File: src/rtl/writeback_regfile_pkg.sv
// rtl/writeback_regfile_pkg.sv - shared sizes, types and write-back source select
package writeback_regfile_pkg;

  localparam int REG_ADDR_W = 3;
  localparam int REG_COUNT  = 8;
  localparam int DATA_W     = 16;
  localparam int PH_WB      = 4;
  localparam int PH_W       = 5;

  typedef logic [DATA_W-1:0]     word_t;
  typedef logic [REG_ADDR_W-1:0] reg_addr_t;
  typedef logic [PH_W-1:0]       phase_t;

  typedef enum logic {
    WB_SRC_ALU = 1'b0,
    WB_SRC_MEM = 1'b1
  } wb_src_e;

  function automatic word_t wb_select(input wb_src_e src, input word_t alu_result,
                                      input word_t load_data);
    return (src == WB_SRC_MEM) ? load_data : alu_result;
  endfunction

endpackage

File: src/rtl/writeback_regfile_if.sv
// rtl/writeback_regfile_if.sv - MEM/WB inputs, decode read ports and debug outputs
interface writeback_regfile_if;
  import writeback_regfile_pkg::*;

  phase_t    phasecounter;
  logic      MemtoReg;
  logic      RegWrite;
  word_t     ALUResult;
  word_t     data;
  reg_addr_t des;
  reg_addr_t ra1;
  reg_addr_t ra2;
  word_t     rd1;
  word_t     rd2;
  word_t     wb_value;
  logic      wb_valid;
  word_t     wb_count;

  modport master (
    output phasecounter, MemtoReg, RegWrite, ALUResult, data, des, ra1, ra2,
    input  rd1, rd2, wb_value, wb_valid, wb_count
  );

  modport slave (
    input  phasecounter, MemtoReg, RegWrite, ALUResult, data, des, ra1, ra2,
    output rd1, rd2, wb_value, wb_valid, wb_count
  );

endinterface

File: src/rtl/writeback_regfile_regfile_8x16.sv
// rtl/writeback_regfile_regfile_8x16.sv - 8x16 storage, one write port, two async read ports
module regfile_8x16
  import writeback_regfile_pkg::*;
(
  input  logic      clock,
  input  logic      reset,
  input  logic      we,
  input  reg_addr_t waddr,
  input  word_t     wdata,
  input  reg_addr_t ra1,
  input  reg_addr_t ra2,
  output word_t     rd1,
  output word_t     rd2
);

  word_t mem [REG_COUNT];

  // r0 is ordinary storage; there is no hardwired zero register.
  always_ff @(posedge clock or negedge reset) begin
    if (!reset) begin
      for (int i = 0; i < REG_COUNT; i++) begin
        mem[i] <= '0;
      end
    end else if (we) begin
      mem[waddr] <= wdata;
    end
  end

  assign rd1 = mem[ra1];
  assign rd2 = mem[ra2];

endmodule

File: src/rtl/writeback_regfile.sv
// rtl/writeback_regfile.sv - write-back select, commit, counters; WB_BYPASS_EN adds same-cycle read bypass
module writeback_regfile
  import writeback_regfile_pkg::*;
(
  input  logic                clock,
  input  logic                reset,
  writeback_regfile_if.slave  bus
);

  word_t wb_value;
  logic  commit;
  word_t stored_rd1;
  word_t stored_rd2;
  logic  wb_valid_q;
  word_t wb_count_q;

  // Only the write-back phase bit matters; the rest of the phase vector is ignored.
  logic unused_phase_bits;
  assign unused_phase_bits = &{1'b0, bus.phasecounter[PH_WB-1:0]};

  assign wb_value = wb_select(wb_src_e'(bus.MemtoReg), bus.ALUResult, bus.data);
  assign commit   = reset && bus.phasecounter[PH_WB] && bus.RegWrite;

  regfile_8x16 u_regfile (
    .clock (clock),
    .reset (reset),
    .we    (commit),
    .waddr (bus.des),
    .wdata (wb_value),
    .ra1   (bus.ra1),
    .ra2   (bus.ra2),
    .rd1   (stored_rd1),
    .rd2   (stored_rd2)
  );

  always_ff @(posedge clock or negedge reset) begin
    if (!reset) begin
      wb_valid_q <= 1'b0;
      wb_count_q <= '0;
    end else begin
      wb_valid_q <= commit;
      if (commit) begin
        wb_count_q <= wb_count_q + 1'b1;
      end
    end
  end

`ifdef WB_BYPASS_EN
  // Write-through so decode sees the value being committed this cycle.
  assign bus.rd1 = (commit && (bus.ra1 == bus.des)) ? wb_value : stored_rd1;
  assign bus.rd2 = (commit && (bus.ra2 == bus.des)) ? wb_value : stored_rd2;
`else
  assign bus.rd1 = stored_rd1;
  assign bus.rd2 = stored_rd2;
`endif

  assign bus.wb_value = wb_value;
  assign bus.wb_valid = wb_valid_q;
  assign bus.wb_count = wb_count_q;

endmodule

File: src/flat_wrapper.sv
// flat-port wrapper written by rule: the top's interface ports become plain ports
module writeback_regfile_flat import writeback_regfile_pkg::*;
  (clock, reset, bus_phasecounter, bus_MemtoReg, bus_RegWrite, bus_ALUResult, bus_data, bus_des, bus_ra1, bus_ra2, bus_rd1, bus_rd2, bus_wb_value, bus_wb_valid, bus_wb_count);
  writeback_regfile_if bus_i ();
  input  logic clock;
  input  logic reset;
  input wire logic [$bits(bus_i.phasecounter)-1:0] bus_phasecounter;
  input wire logic [$bits(bus_i.MemtoReg)-1:0] bus_MemtoReg;
  input wire logic [$bits(bus_i.RegWrite)-1:0] bus_RegWrite;
  input wire logic [$bits(bus_i.ALUResult)-1:0] bus_ALUResult;
  input wire logic [$bits(bus_i.data)-1:0] bus_data;
  input wire logic [$bits(bus_i.des)-1:0] bus_des;
  input wire logic [$bits(bus_i.ra1)-1:0] bus_ra1;
  input wire logic [$bits(bus_i.ra2)-1:0] bus_ra2;
  output wire logic [$bits(bus_i.rd1)-1:0] bus_rd1;
  output wire logic [$bits(bus_i.rd2)-1:0] bus_rd2;
  output wire logic [$bits(bus_i.wb_value)-1:0] bus_wb_value;
  output wire logic [$bits(bus_i.wb_valid)-1:0] bus_wb_valid;
  output wire logic [$bits(bus_i.wb_count)-1:0] bus_wb_count;
  assign bus_i.phasecounter = bus_phasecounter;
  assign bus_i.MemtoReg = bus_MemtoReg;
  assign bus_i.RegWrite = bus_RegWrite;
  assign bus_i.ALUResult = bus_ALUResult;
  assign bus_i.data = bus_data;
  assign bus_i.des = bus_des;
  assign bus_i.ra1 = bus_ra1;
  assign bus_i.ra2 = bus_ra2;
  assign bus_rd1 = bus_i.rd1;
  assign bus_rd2 = bus_i.rd2;
  assign bus_wb_value = bus_i.wb_value;
  assign bus_wb_valid = bus_i.wb_valid;
  assign bus_wb_count = bus_i.wb_count;
  writeback_regfile u_core (.clock(clock), .reset(reset), .bus(bus_i));
endmodule
File: config.mk
export PLATFORM = sky130hd
export DESIGN_NAME = writeback_regfile_flat
export DESIGN_NICKNAME = d
export VERILOG_FILES = /design/src/rtl/writeback_regfile_pkg.sv /design/src/rtl/writeback_regfile_if.sv /design/src/rtl/writeback_regfile_regfile_8x16.sv /design/src/rtl/writeback_regfile.sv /design/src/flat_wrapper.sv
export SDC_FILE = /design/constraint.sdc
export NUM_CORES = 1
export LEC_CHECK = 0
export ABC_CLOCK_PERIOD_IN_PS = 2800
export CAP_MARGIN = 40
export CORE_ASPECT_RATIO = 1.25
export CORE_MARGIN = 2
export CORE_UTILIZATION = 59
export DETAILED_ROUTE_END_ITERATION = 10
export PLACE_DENSITY = 0.95
export SYNTH_ARGS = -nofsm -noshare
export SYNTH_HDL_FRONTEND = slang
export SYNTH_HIERARCHICAL = 1
export SYNTH_SLANG_ARGS = --single-unit
export TNS_END_PERCENT = 100
File: constraint.sdc
create_clock -name clock -period 2.8 [get_ports clock]
set_clock_uncertainty 0.15 [all_clocks]
set_input_delay 0.42 -clock clock [delete_from_list [all_inputs] [get_ports clock]]
set_output_delay 0.42 -clock clock [all_outputs]
set_load 0.01 [all_outputs]
==> results.txt, run 1 <==
----------------------------------------------------
[Placed design]
  Routability-driven placement congestion ratio ... 0.757
  DP Worst Slack ... -90.1 ps
  Buffers added on ports ... 110
  Placed Area ... 0.00939 mm^2
  Dpl hpwl ... 11,900 um
  Placed cells ... 741

[Global routing]
  Gr ovfl total ... 0
  GRT Total Usage ... 29.7%
  Largest net degree at the start of global routing ... 58
  Wire length of the first global-routing pass ... 31,400 um
  Initial antenna violation count ... 0
  Vias in the first global route ... 5,576

[Cells and area]
  Number of antenna cells inserted ... 0
  Non-filler instance count after layout ... 776
  Core Util, Final ... 75.9%
  Growth of design area from synthesis to finish ... 26.0%
  Finished layout cell area ... 0.0100 mm^2
  Net total in the final layout ... 643
  Share of final-layout standard cells stronger than drive strength 1 ... 42.0%

[Worst setup path]
  Critical path class ... input pin to output port
  Critical path required time ... 2230 ps
  Launch instance of the worst register-to-register path ... u_core/bus.wb_count[3]
  End of the worst register-to-register path ... u_core/bus.wb_count[13]
  Worst reg-to-reg path cell count ... 4
  WP data arrival ... 2220 ps
  Crit-path max FO ... 10
  Endpoint type of the worst setup path ... output port
  Setup slack of the worst register-to-register path ... 1240 ps
  Launching element type of the critical path ... input pin

[Yosys]
  Async SR Flop Fraction ... 100%
  Dominant cell type by area after synthesis ... sky130_fd_sc_hd__dfrtp_1
  Portion of synthesized cell area occupied by the leading cell type ... 45.7%
  Synth Area per Inst ... 16.7 um^2
  Unique masters post-synth ... 26
  Cells after Synth ... 474
  Post-synthesis sequential area ratio ... 45.7%
  Post-Synthesis Cell Area ... 0.00794 mm^2
  Yosys warnings ... 6
  Cell types occupying the most area after synthesis ... sky130_fd_sc_hd__dfrtp_1, sky130_fd_sc_hd__mux2_2, sky130_fd_sc_hd__mux4_1, sky130_fd_sc_hd__mux4_2, sky130_fd_sc_hd__buf_6
  Synth Net Count ... 525
  Most used DFF post-synth ... sky130_fd_sc_hd__dfrtp_1
  Top cells by count, synth ... sky130_fd_sc_hd__mux2_2, sky130_fd_sc_hd__dfrtp_1, sky130_fd_sc_hd__mux4_1, sky130_fd_sc_hd__buf_6, sky130_fd_sc_hd__buf_2
  Number of synthesized flops with an enable pin ... 0
  Dominant cell by count in the synthesized netlist ... sky130_fd_sc_hd__mux2_2
  Synthesized flop and latch total ... 145

[Clocking]
  Worst-Skew Late Latency ... 410 ps
  CTS Root Cell ... sky130_fd_sc_hd__clkbuf_16
  Number of buffers added for setup after CTS ... 0
  H-tree level count ... 4
  Clock Path Buffers ... 2
  Clock edge transition at the registers on the reported setup and hold paths ... 60 ps
  Number of buffers inserted during clock tree synthesis ... 17
  Num Clock Sinks ... 145
  TritonCTS clock tree ... built

[Floorplan]
  Die outline area ... 0.0144 mm^2
  Number of ports placed on the die boundary ... 115
  Std-Cell Rows ... 47
  Initial cell density of the core ... 60.3%
  Die Ht ... 134 um
  Die extent in x ... 108 um
  Placeable core region ... 0.0132 mm^2

[STA]
  RSZ-0062 raised after global routing ... no
  Post-route fraction of the period consumed by the critical path ... 99.7%
  Final Hold Vio Count ... 0
  Setup ws final ... 7.75 ps
  Least-Margin Pin Slew ... 884 ps
  Max Fclk ... 0.358 GHz
  Final Max Slew Viols ... 0
  Setup-violating endpoint count in the final report ... 0
  Clock period minus worst slack ... 2790 ps
  Final sum of negative setup slack ... 0 ps
  Slew margin rel. ... 40.8%

[Outcome]
  Result of the run ... completed

[Pwr]
  Maximum VDD drop ... 0.500 mV
  Leakage ... 4.54 nW
  Power per unit of standard cell area ... 671 mW/mm^2

[Route]
  Vias after detailed routing ... 5,023
  Via density ... 6.47
  WL per Instance ... 26.1 um
  Post-route antenna net violation count ... 0
  Number of DRC markers in iteration 0 ... 289
  Number of search-and-repair iterations in the first detailed-routing pass ... 5
  Aggregate routed wire length ... 20,200 um
  DRC errors left ... 0

[Flow run]
  Count of maximum capacitance violations ... 0

[Worst hold path]
  Hold Crit Class ... input pin to async pin

----------------------------------------------------
final cells by class:
cell class,instances,area [um^2]
clock buffers,21,460
clock inverters,11,82.6
fillers,737,3170
inverters,1,3.75
multi-input cells,293,4090
flip-flops and latches,145,3630
well taps,171,214
repair buffers,134,1520
state kept, by name (all words and copies together), names as in the netlist:
name and count:
u_core/u_regfile/mem 128, u_core/bus.wb_valid 1, u_core/bus.wb_count 16
layout by cell type (no fill, tap or decap), types with 2 or more instances in the layout:
cell type,synthesis,routed
sky130_fd_sc_hd__mux2_2,176,176
sky130_fd_sc_hd__dfrtp_1,145,145
sky130_fd_sc_hd__clkdlybuf4s50_1,0,105
sky130_fd_sc_hd__mux4_1,56,55
sky130_fd_sc_hd__clkbuf_16,0,17
sky130_fd_sc_hd__buf_12,0,14
sky130_fd_sc_hd__mux4_2,8,9
sky130_fd_sc_hd__xnor2_1,8,8
sky130_fd_sc_hd__nand3_1,8,8
sky130_fd_sc_hd__xor2_1,7,7
sky130_fd_sc_hd__and3_1,6,6
sky130_fd_sc_hd__nand2_1,6,6
sky130_fd_sc_hd__buf_4,5,6
sky130_fd_sc_hd__clkinvlp_4,0,5
sky130_fd_sc_hd__nor2_1,3,3
sky130_fd_sc_hd__nand4b_2,3,3
sky130_fd_sc_hd__clkinv_4,0,2
sky130_fd_sc_hd__clkbuf_1,2,2
sky130_fd_sc_hd__inv_6,0,2
sky130_fd_sc_hd__clkinv_2,0,2
sky130_fd_sc_hd__clkbuf_8,0,2
sky130_fd_sc_hd__bufbuf_16,0,2
sky130_fd_sc_hd__buf_2,9,2
sky130_fd_sc_hd__nand3_2,2,2
sky130_fd_sc_hd__nand4_2,2,2
sky130_fd_sc_hd__nor3_1,2,2
sky130_fd_sc_hd__nor4bb_4,0,2
critical path, cell delays in order:
cell	delay, ps
sky130_fd_sc_hd__buf_2	190
sky130_fd_sc_hd__buf_12	180
sky130_fd_sc_hd__mux4_1	600
sky130_fd_sc_hd__mux2_2	300
sky130_fd_sc_hd__clkdlybuf4s50_1	530
stage by stage:
step           power (mW)  hold WS (ps)
2_1_floorplan        3.83         -25.6
3_3_place_gp         4.44          76.9
3_5_place_dp         4.61          79.2
4_1_cts              6.73           220
5_1_grt              7.01           213
6_report             6.71           227
cells by family (layout without fill, tap and decap cells):
family,count (synthesis),count (layout),share of synthesized area [%]
adders and majority gates,1,1,0.158
muxes,240,240,45.8
xor gates and xnor gates,15,15,1.66
buffers and inverters,36,167,3.06
and+or+nand+nor,37,37,3.64
DFF,145,145,45.7
timing repair:
action	4_1_cts	5_1_grt
gates resized for setup	2	2
cloned	2	0
endpoints found under the setup margin	32	2
hold endpoints to repair	35	0
hold buffers	1	0
metal layers:
layer	track usage, %	vias up	routed length [um]
met3	6.46	37	1250
met2	53.6	209	11100
met5	0	-	0
met4	10.1	0	517
li1	-	2137	-
met1	34.7	2640	7380
worst max path at each step:
stage	slack [ps]	depth (start not counted)	start	end
2_1_floorplan	740	4	bus_ra1[0]	bus_rd1[1]
3_3_place_gp	-50	5	bus_ra1[2]	bus_rd1[2]
3_5_place_dp	-90	5	bus_ra2[2]	bus_rd2[12]
4_1_cts	20	5	bus_ra1[0]	bus_rd1[2]
5_1_grt	5	5	bus_ra1[2]	bus_rd1[12]
6_report	8	5	bus_ra1[0]	bus_rd1[2]
report_power, final:
group	internal, mW	total [mW]	switching [mW]	leakage [nW]
Clock	1.18	2.06	0.880	0.252
Sequential	2.52	2.87	0.346	1.87
Combinational	1.15	1.79	0.639	2.43
Total	4.85	6.71	1.86	4.54
Power figures use the tool's default switching activity.
==> run 2: changes to the inputs <==
Settings changed: CORE_UTILIZATION 59 to 50, PLACE_DENSITY 0.95 to 0.84.
==> results.txt, run 2 (synthesis results as in run 1) <==
----------------------------------------------------
[Floorplan]
  Placeable core region ... 0.0156 mm^2 (+18%)
  Initial cell density of the core ... 51.0% (-9.3 points)
  Die Ht ... 145 um (+8.4%)
  Die extent in x ... 117 um (+8.3%)
  Std-Cell Rows ... 51 (+8.5%)
  Number of ports placed on the die boundary ... 115 (unchanged)
  Die outline area ... 0.0169 mm^2 (+17%)

[STA]
  Slew margin rel. ... 49.1% (+8.3 points)
  Setup ws final ... 48.0 ps (+40.3 ps)
  Max Fclk ... 0.363 GHz (+1.5%)
  Final Hold Vio Count ... 0 (unchanged)
  Post-route fraction of the period consumed by the critical path ... 98.3% (-1.4 points)
  Setup-violating endpoint count in the final report ... 0 (unchanged)
  Worst-case hold slack ... 9.20 ps (-218 ps)
  RSZ-0062 raised after global routing ... no
  Clock period minus worst slack ... 2750 ps (-40.3 ps)
  Least-Margin Pin Slew ... 760 ps (-124 ps)
  Final Max Slew Viols ... 0 (unchanged)
  Final sum of negative setup slack ... 0 ps (unchanged)

[Clocking]
  Worst-Skew Late Latency ... 420 ps (about the same)
  Num Clock Sinks ... 145 (unchanged)
  Clock edge transition at the registers on the reported setup and hold paths ... 60 ps (about the same)
  Number of buffers inserted during clock tree synthesis ... 17 (unchanged)
  H-tree level count ... 4 (unchanged)
  CTS Root Cell ... sky130_fd_sc_hd__clkbuf_16
  TritonCTS clock tree ... built
  Number of buffers added for setup after CTS ... 0 (unchanged)
  Clock Path Buffers ... 2 (unchanged)

[Worst setup path]
  Endpoint type of the worst setup path ... output port
  Launching element type of the critical path ... input pin
  Critical path class ... input pin to output port
  Critical path required time ... 2230 ps (about the same)
  WP data arrival ... 2180 ps (-40 ps)
  Worst reg-to-reg path cell count ... 4 (unchanged)
  End of the worst register-to-register path ... u_core/bus.wb_count[13]
  Setup slack of the worst register-to-register path ... 1270 ps (+30 ps)
  Crit-path max FO ... 10 (unchanged)
  Launch instance of the worst register-to-register path ... u_core/bus.wb_count[2]

[Global routing]
  Wire length of the first global-routing pass ... 30,200 um (-4.0%)
  Global routing usage on met3 ... 5.58% (-0.88 points)
  Largest net degree at the start of global routing ... 146 (+150%)
  Gr ovfl total ... 0 (unchanged)
  Initial antenna violation count ... 0 (unchanged)
  GRT busiest layer ... met2
  GRT Total Usage ... 24.3% (-5.4 points)
  Met1 usage ... 30.1% (-4.6 points)
  M2 GR Usage ... 41.6% (-12 points)
  Vias in the first global route ... 5,442 (-2.4%)

[Cells and area]
  Register cell area after layout ... 0.00363 mm^2 (unchanged)
  Non-filler instance count after layout ... 823 (+6.1%)
  Net total in the final layout ... 649 (+0.93%)
  Largest register FFs ... 128 (unchanged)
  Multi-input combinational cell area ... 0.00410 mm^2 (about the same)
  Highest-count cells in the layout ignoring fill and taps ... sky130_fd_sc_hd__mux2_2, sky130_fd_sc_hd__dfrtp_1, sky130_fd_sc_hd__clkdlybuf4s50_1, sky130_fd_sc_hd__mux4_1, sky130_fd_sc_hd__clkbuf_16
  Number of fill cells in the layout ... 1,101 (+49%)
  Leading cell type in the layout, fill and taps excluded ... sky130_fd_sc_hd__mux2_2
  Number of antenna cells inserted ... 0 (unchanged)
  Share of final-layout standard cells stronger than drive strength 1 ... 42.9% (+0.90 points)
  Register bank with the most flops ... u_core/u_regfile/mem
  Growth of design area from synthesis to finish ... 27.5%

[Flow run]
  Count of maximum capacitance violations ... 0 (unchanged)

[Route]
  Number of DRC markers in iteration 0 ... 294 (+1.7%)
  WL per Instance ... 23.3 um (-11%)
  DRC errors left ... 0 (unchanged)
  Aggregate routed wire length ... 19,200 um (-5.3%)
  Number of search-and-repair iterations in the first detailed-routing pass ... 5 (unchanged)
  Via density ... 6.11 (-5.6%)
  Post-route antenna net violation count ... 0 (unchanged)
  Vias after detailed routing ... 5,029 (+0.12%)

[Placed design]
  Dpl hpwl ... 11,600 um (-2.5%)
  Routability-driven placement congestion ratio ... 0.785 (+3.8%)
  Placed cells ... 790 (+6.6%)
  DP Worst Slack ... -113 ps (-22.7 ps)
  Buffers added on ports ... 110 (unchanged)

[Pwr]
  Leakage ... 4.60 nW (+1.3%)
  Power per unit of standard cell area ... 692 mW/mm^2 (+3.1%)
  Maximum VDD drop ... 0.492 mV (-1.6%)
  Power after layout ... 7.00 mW (+4.3%)

[Outcome]
  Result of the run ... completed

[Worst hold path]
  Hold Crit Class ... input pin to async pin

----------------------------------------------------
run 2: metrics by stage:
step                utilization, %  instance area, um^2
finish                        65.0                10100
floorplan                        -                 7940
global route                  65.0                10100
detailed placement            60.8                 9470
CTS                           65.0                10100
global placement              60.8                 9470
run 2: timing repair:
item                                    in CTS  in global routing
gates resized for setup                      2                  2
hold buffers                                 0                  0
gates cloned                                 1                  0
pin swaps                                    0                  0
endpoints found under the setup margin      32                 10
run 2: cell type report:
| cell class | count | area share (%) |
|---|---|---|
| clock inverters | 13 | 1.82 |
| inverters | 1 | 0.0371 |
| flip-flops and latches | 145 | 35.9 |
| multi-input cells | 293 | 40.5 |
| well taps | 212 | 2.62 |
| repair buffers | 140 | 14.8 |
| clock buffers | 19 | 4.38 |
run 2: power by group:
group | leakage [nW] | internal [mW] | switching, mW | total [mW]
logic | 2.44 | 1.15 | 0.611 | 1.76
clock network | 0.299 | 1.51 | 0.884 | 2.40
registers | 1.87 | 2.52 | 0.325 | 2.84
run 2: worst max-delay path by stage:
| stage | slack [ps] | to | depth (start not counted) | start |
|---|---|---|---|---|
| floorplan | 740 | bus_rd1[1] | 4 | bus_ra1[0] |
| global placement | -60 | bus_rd1[6] | 5 | bus_ra1[2] |
| detailed placement | -110 | bus_rd1[6] | 5 | bus_ra1[2] |
| CTS | 20 | bus_rd2[9] | 5 | bus_ra2[2] |
| global route | 10 | bus_rd2[3] | 5 | bus_ra2[0] |
| finish | 50 | bus_rd2[2] | 5 | bus_ra2[0] |
run 2: critical path: stages:
cell,delay [ps]
sky130_fd_sc_hd__buf_2,200
sky130_fd_sc_hd__buf_12,180
sky130_fd_sc_hd__mux4_1,590
sky130_fd_sc_hd__mux2_2,290
sky130_fd_sc_hd__clkdlybuf4s50_1,500
run 2: layer usage:
layer	wire length, um	share of wire [%]
met1	7480	39
met2	10000	52
met3	1180	6.2
met4	463	2.4
met5	0	0
==> run 3: changes to the inputs <==
Settings changed: ABC_CLOCK_PERIOD_IN_PS 2800 to 2500, CTS_BUF_LIST from default to sky130_fd_sc_hd__clkbuf_16, PLACE_DENSITY 0.84 to 0.87.
Clock period 2.8 ns to 2.5 ns, I/O delays scaled along.
==> results.txt, run 3 (synthesis results as in run 1) <==
----------------------------------------------------
[Outcome]
  Result of the run ... finished with violations
  Failing checks ... hold timing

[STA]
  Worst-case hold slack ... -3.90 ps (-13.1 ps)
  Post-route fraction of the period consumed by the critical path ... 98.2%
  RSZ-0062 raised after global routing ... no
  Max Fclk ... 0.407 GHz
  Least-Margin Pin Slew ... 742 ps (-18.0 ps)
  Final sum of negative setup slack ... 0 ps (unchanged)
  Final Max Slew Viols ... 0 (unchanged)
  Setup ws final ... 45.3 ps (-2.72 ps)
  Final Hold Vio Count ... 8 (+8)
  Setup-violating endpoint count in the final report ... 0 (unchanged)
  Slew margin rel. ... 50.5% (+1.4 points)
  Clock period minus worst slack ... 2450 ps

[Pwr]
  Power share of the sequential group ... 41.3% (+0.7 points)
  P_sw ... 2.16 mW (+19%)
  Internal power ... 5.62 mW (+8.5%)
  Power share of the combinational group ... 24.9% (-0.2 points)
  Switching share of total power ... 27.8% (+1.8 points)
  Power after layout ... 7.78 mW (+11%)
  Leakage ... 4.80 nW (+4.3%)
  Maximum VDD drop ... 0.434 mV (-12%)
  Power per unit of standard cell area ... 757 mW/mm^2 (+9.3%)
  Clock power share ... 33.8% (-0.5 points)

[Placed design]
  DP Worst Slack ... -310 ps (-197 ps)
  Buffers added on ports ... 110 (unchanged)
  Routability-driven placement congestion ratio ... 0.728 (-7.3%)
  Placed cells ... 800 (+1.3%)
  Placed Area ... 0.00960 mm^2 (+1.5%)
  Dpl hpwl ... 12,000 um (+3.9%)

[Worst setup path]
  Critical path required time ... 1980 ps (-250 ps)
  Crit-path max FO ... 3 (-7)
  Setup slack of the worst register-to-register path ... 940 ps (-330 ps)
  Launch instance of the worst register-to-register path ... u_core/bus.wb_count[4]
  Launching element type of the critical path ... register
  Endpoint type of the worst setup path ... output port
  Critical path class ... register to output port
  Worst reg-to-reg path cell count ... 4 (unchanged)
  Launching instance or port of the critical path ... u_core/u_regfile/mem[76]
  WP data arrival ... 1930 ps (-250 ps)
  End of the worst register-to-register path ... u_core/bus.wb_count[12]

[Route]
  Vias after detailed routing ... 5,135 (+2.1%)
  Number of DRC markers in iteration 0 ... 315 (+7.1%)
  WL per Instance ... 25.3 um (+8.7%)
  Via density ... 6.14 (+0.52%)
  Aggregate routed wire length ... 21,200 um (+10%)
  Number of search-and-repair iterations in the first detailed-routing pass ... 5 (unchanged)
  DRC errors left ... 0 (unchanged)
  Post-route antenna net violation count ... 0 (unchanged)

[Floorplan]
  Initial cell density of the core ... 51.0% (unchanged)
  Die extent in x ... 117 um (unchanged)
  Die outline area ... 0.0169 mm^2 (unchanged)
  Die Ht ... 145 um (unchanged)
  Placeable core region ... 0.0156 mm^2 (unchanged)
  Number of ports placed on the die boundary ... 115 (unchanged)
  Std-Cell Rows ... 51 (unchanged)

[Cells and area]
  Leading cell type in the layout, fill and taps excluded ... sky130_fd_sc_hd__mux2_2
  Share of final-layout standard cells stronger than drive strength 1 ... 45.4% (+2.5 points)
  Highest-count cells in the layout ignoring fill and taps ... sky130_fd_sc_hd__mux2_2, sky130_fd_sc_hd__dfrtp_1, sky130_fd_sc_hd__clkdlybuf4s50_1, sky130_fd_sc_hd__mux4_1, sky130_fd_sc_hd__dlygate4sd2_1
  Number of antenna cells inserted ... 0 (unchanged)
  Non-filler instance count after layout ... 836 (+1.6%)
  Largest register FFs ... 128 (unchanged)
  Register bank with the most flops ... u_core/u_regfile/mem
  Net total in the final layout ... 662 (+2.0%)
  Core Util, Final ... 66.1% (+1.1 points)
  Finished layout cell area ... 0.0103 mm^2 (+1.7%)
  Growth of design area from synthesis to finish ... 29.6%

[Clocking]
  Clock edge transition at the registers on the reported setup and hold paths ... 60 ps (about the same)
  TritonCTS clock tree ... built
  Clock Path Buffers ... 2 (unchanged)
  Number of buffers added for setup after CTS ... 0 (unchanged)
  H-tree level count ... 4 (unchanged)
  Num Clock Sinks ... 145 (unchanged)
  Number of buffers inserted during clock tree synthesis ... 17 (unchanged)
  Worst-Skew Late Latency ... 420 ps (about the same)
  CTS Root Cell ... sky130_fd_sc_hd__clkbuf_16

[Global routing]
  Wire length of the first global-routing pass ... 32,900 um (+9.1%)
  GRT Total Usage ... 26.8% (+2.5 points)
  Initial antenna violation count ... 0 (unchanged)
  Vias in the first global route ... 5,612 (+3.1%)
  Gr ovfl total ... 0 (unchanged)
  Largest net degree at the start of global routing ... 146 (unchanged)

[Worst hold path]
  Hold Crit Class ... input pin to async pin

[Flow run]
  Count of maximum capacitance violations ... 0 (unchanged)

----------------------------------------------------
run 3: changes by cell type in the layout (fill, tap and decap cells not counted), moves of 3 or more:
cell / before / now
sky130_fd_sc_hd__clkinv_2: 3 / 0
sky130_fd_sc_hd__clkdlybuf4s50_1: 105 / 69
sky130_fd_sc_hd__buf_12: 13 / 18
sky130_fd_sc_hd__dlygate4sd2_1: 1 / 29
sky130_fd_sc_hd__mux4_1: 56 / 49
sky130_fd_sc_hd__mux4_2: 8 / 15
sky130_fd_sc_hd__dlymetal6s2s_1: 0 / 4
sky130_fd_sc_hd__inv_6: 1 / 4
sky130_fd_sc_hd__buf_4: 16 / 22
run 3: layout make-up:
type                       instances  area, um^2
tap                              212         265
clock buffer                      17         425
fill                            1062        5280
clock inverter                    15         184
inverter                           1        3.75
sequential                       145        3630
timing repair buffer             153        1710
multi-input combinational        293        4070
run 3: power by group through the flow:
stage / Sequential [mW] / Combinational, mW / Clock, mW
finish: 3.21 / 1.94 / 2.63
global route: 3.28 / 2.07 / 2.77
detailed placement: 3.21 / 1.99 / 0
floorplan: 3.10 / 1.19 / 0
global placement: 3.12 / 1.90 / 0
CTS: 3.20 / 1.94 / 2.65
run 3: what timing repair did:
| action | in CTS | in global routing |
|---|---|---|
| resized for setup | 46 | 12 |
| gates cloned | 4 | 0 |
| hold buffers | 0 | 0 |
| setup endpoints to repair | 32 | 15 |
run 3: how the worst max path moves through the flow:
| stage | end | slack (ps) | cells after the start |
|---|---|---|---|
| after floorplan | u_core/u_regfile/mem[53] | 490 | 7 |
| after detailed placement | bus_rd1[15] | -310 | 5 |
| after global routing | bus_rd2[9] | 1 | 3 |
| final | bus_rd2[12] | 50 | 3 |
| after global placement | bus_rd1[15] | -260 | 5 |
| after CTS | bus_wb_value[11] | 0.9 | 4 |
run 3: worst max-delay path: stages, from the launching register on:
cell	delay, ps
sky130_fd_sc_hd__dfrtp_1	390
sky130_fd_sc_hd__mux4_1	530
sky130_fd_sc_hd__mux2_2	310
sky130_fd_sc_hd__dlygate4sd2_1	290
run 3: layer usage:
layer	track usage, %	vias to the layer above	part of all wire, %
li1	-	2164	-
met1	32.4	2728	38
met2	47.6	205	53
met3	5.54	38	6.1
met4	8.92	0	2.2
met5	0	-	0
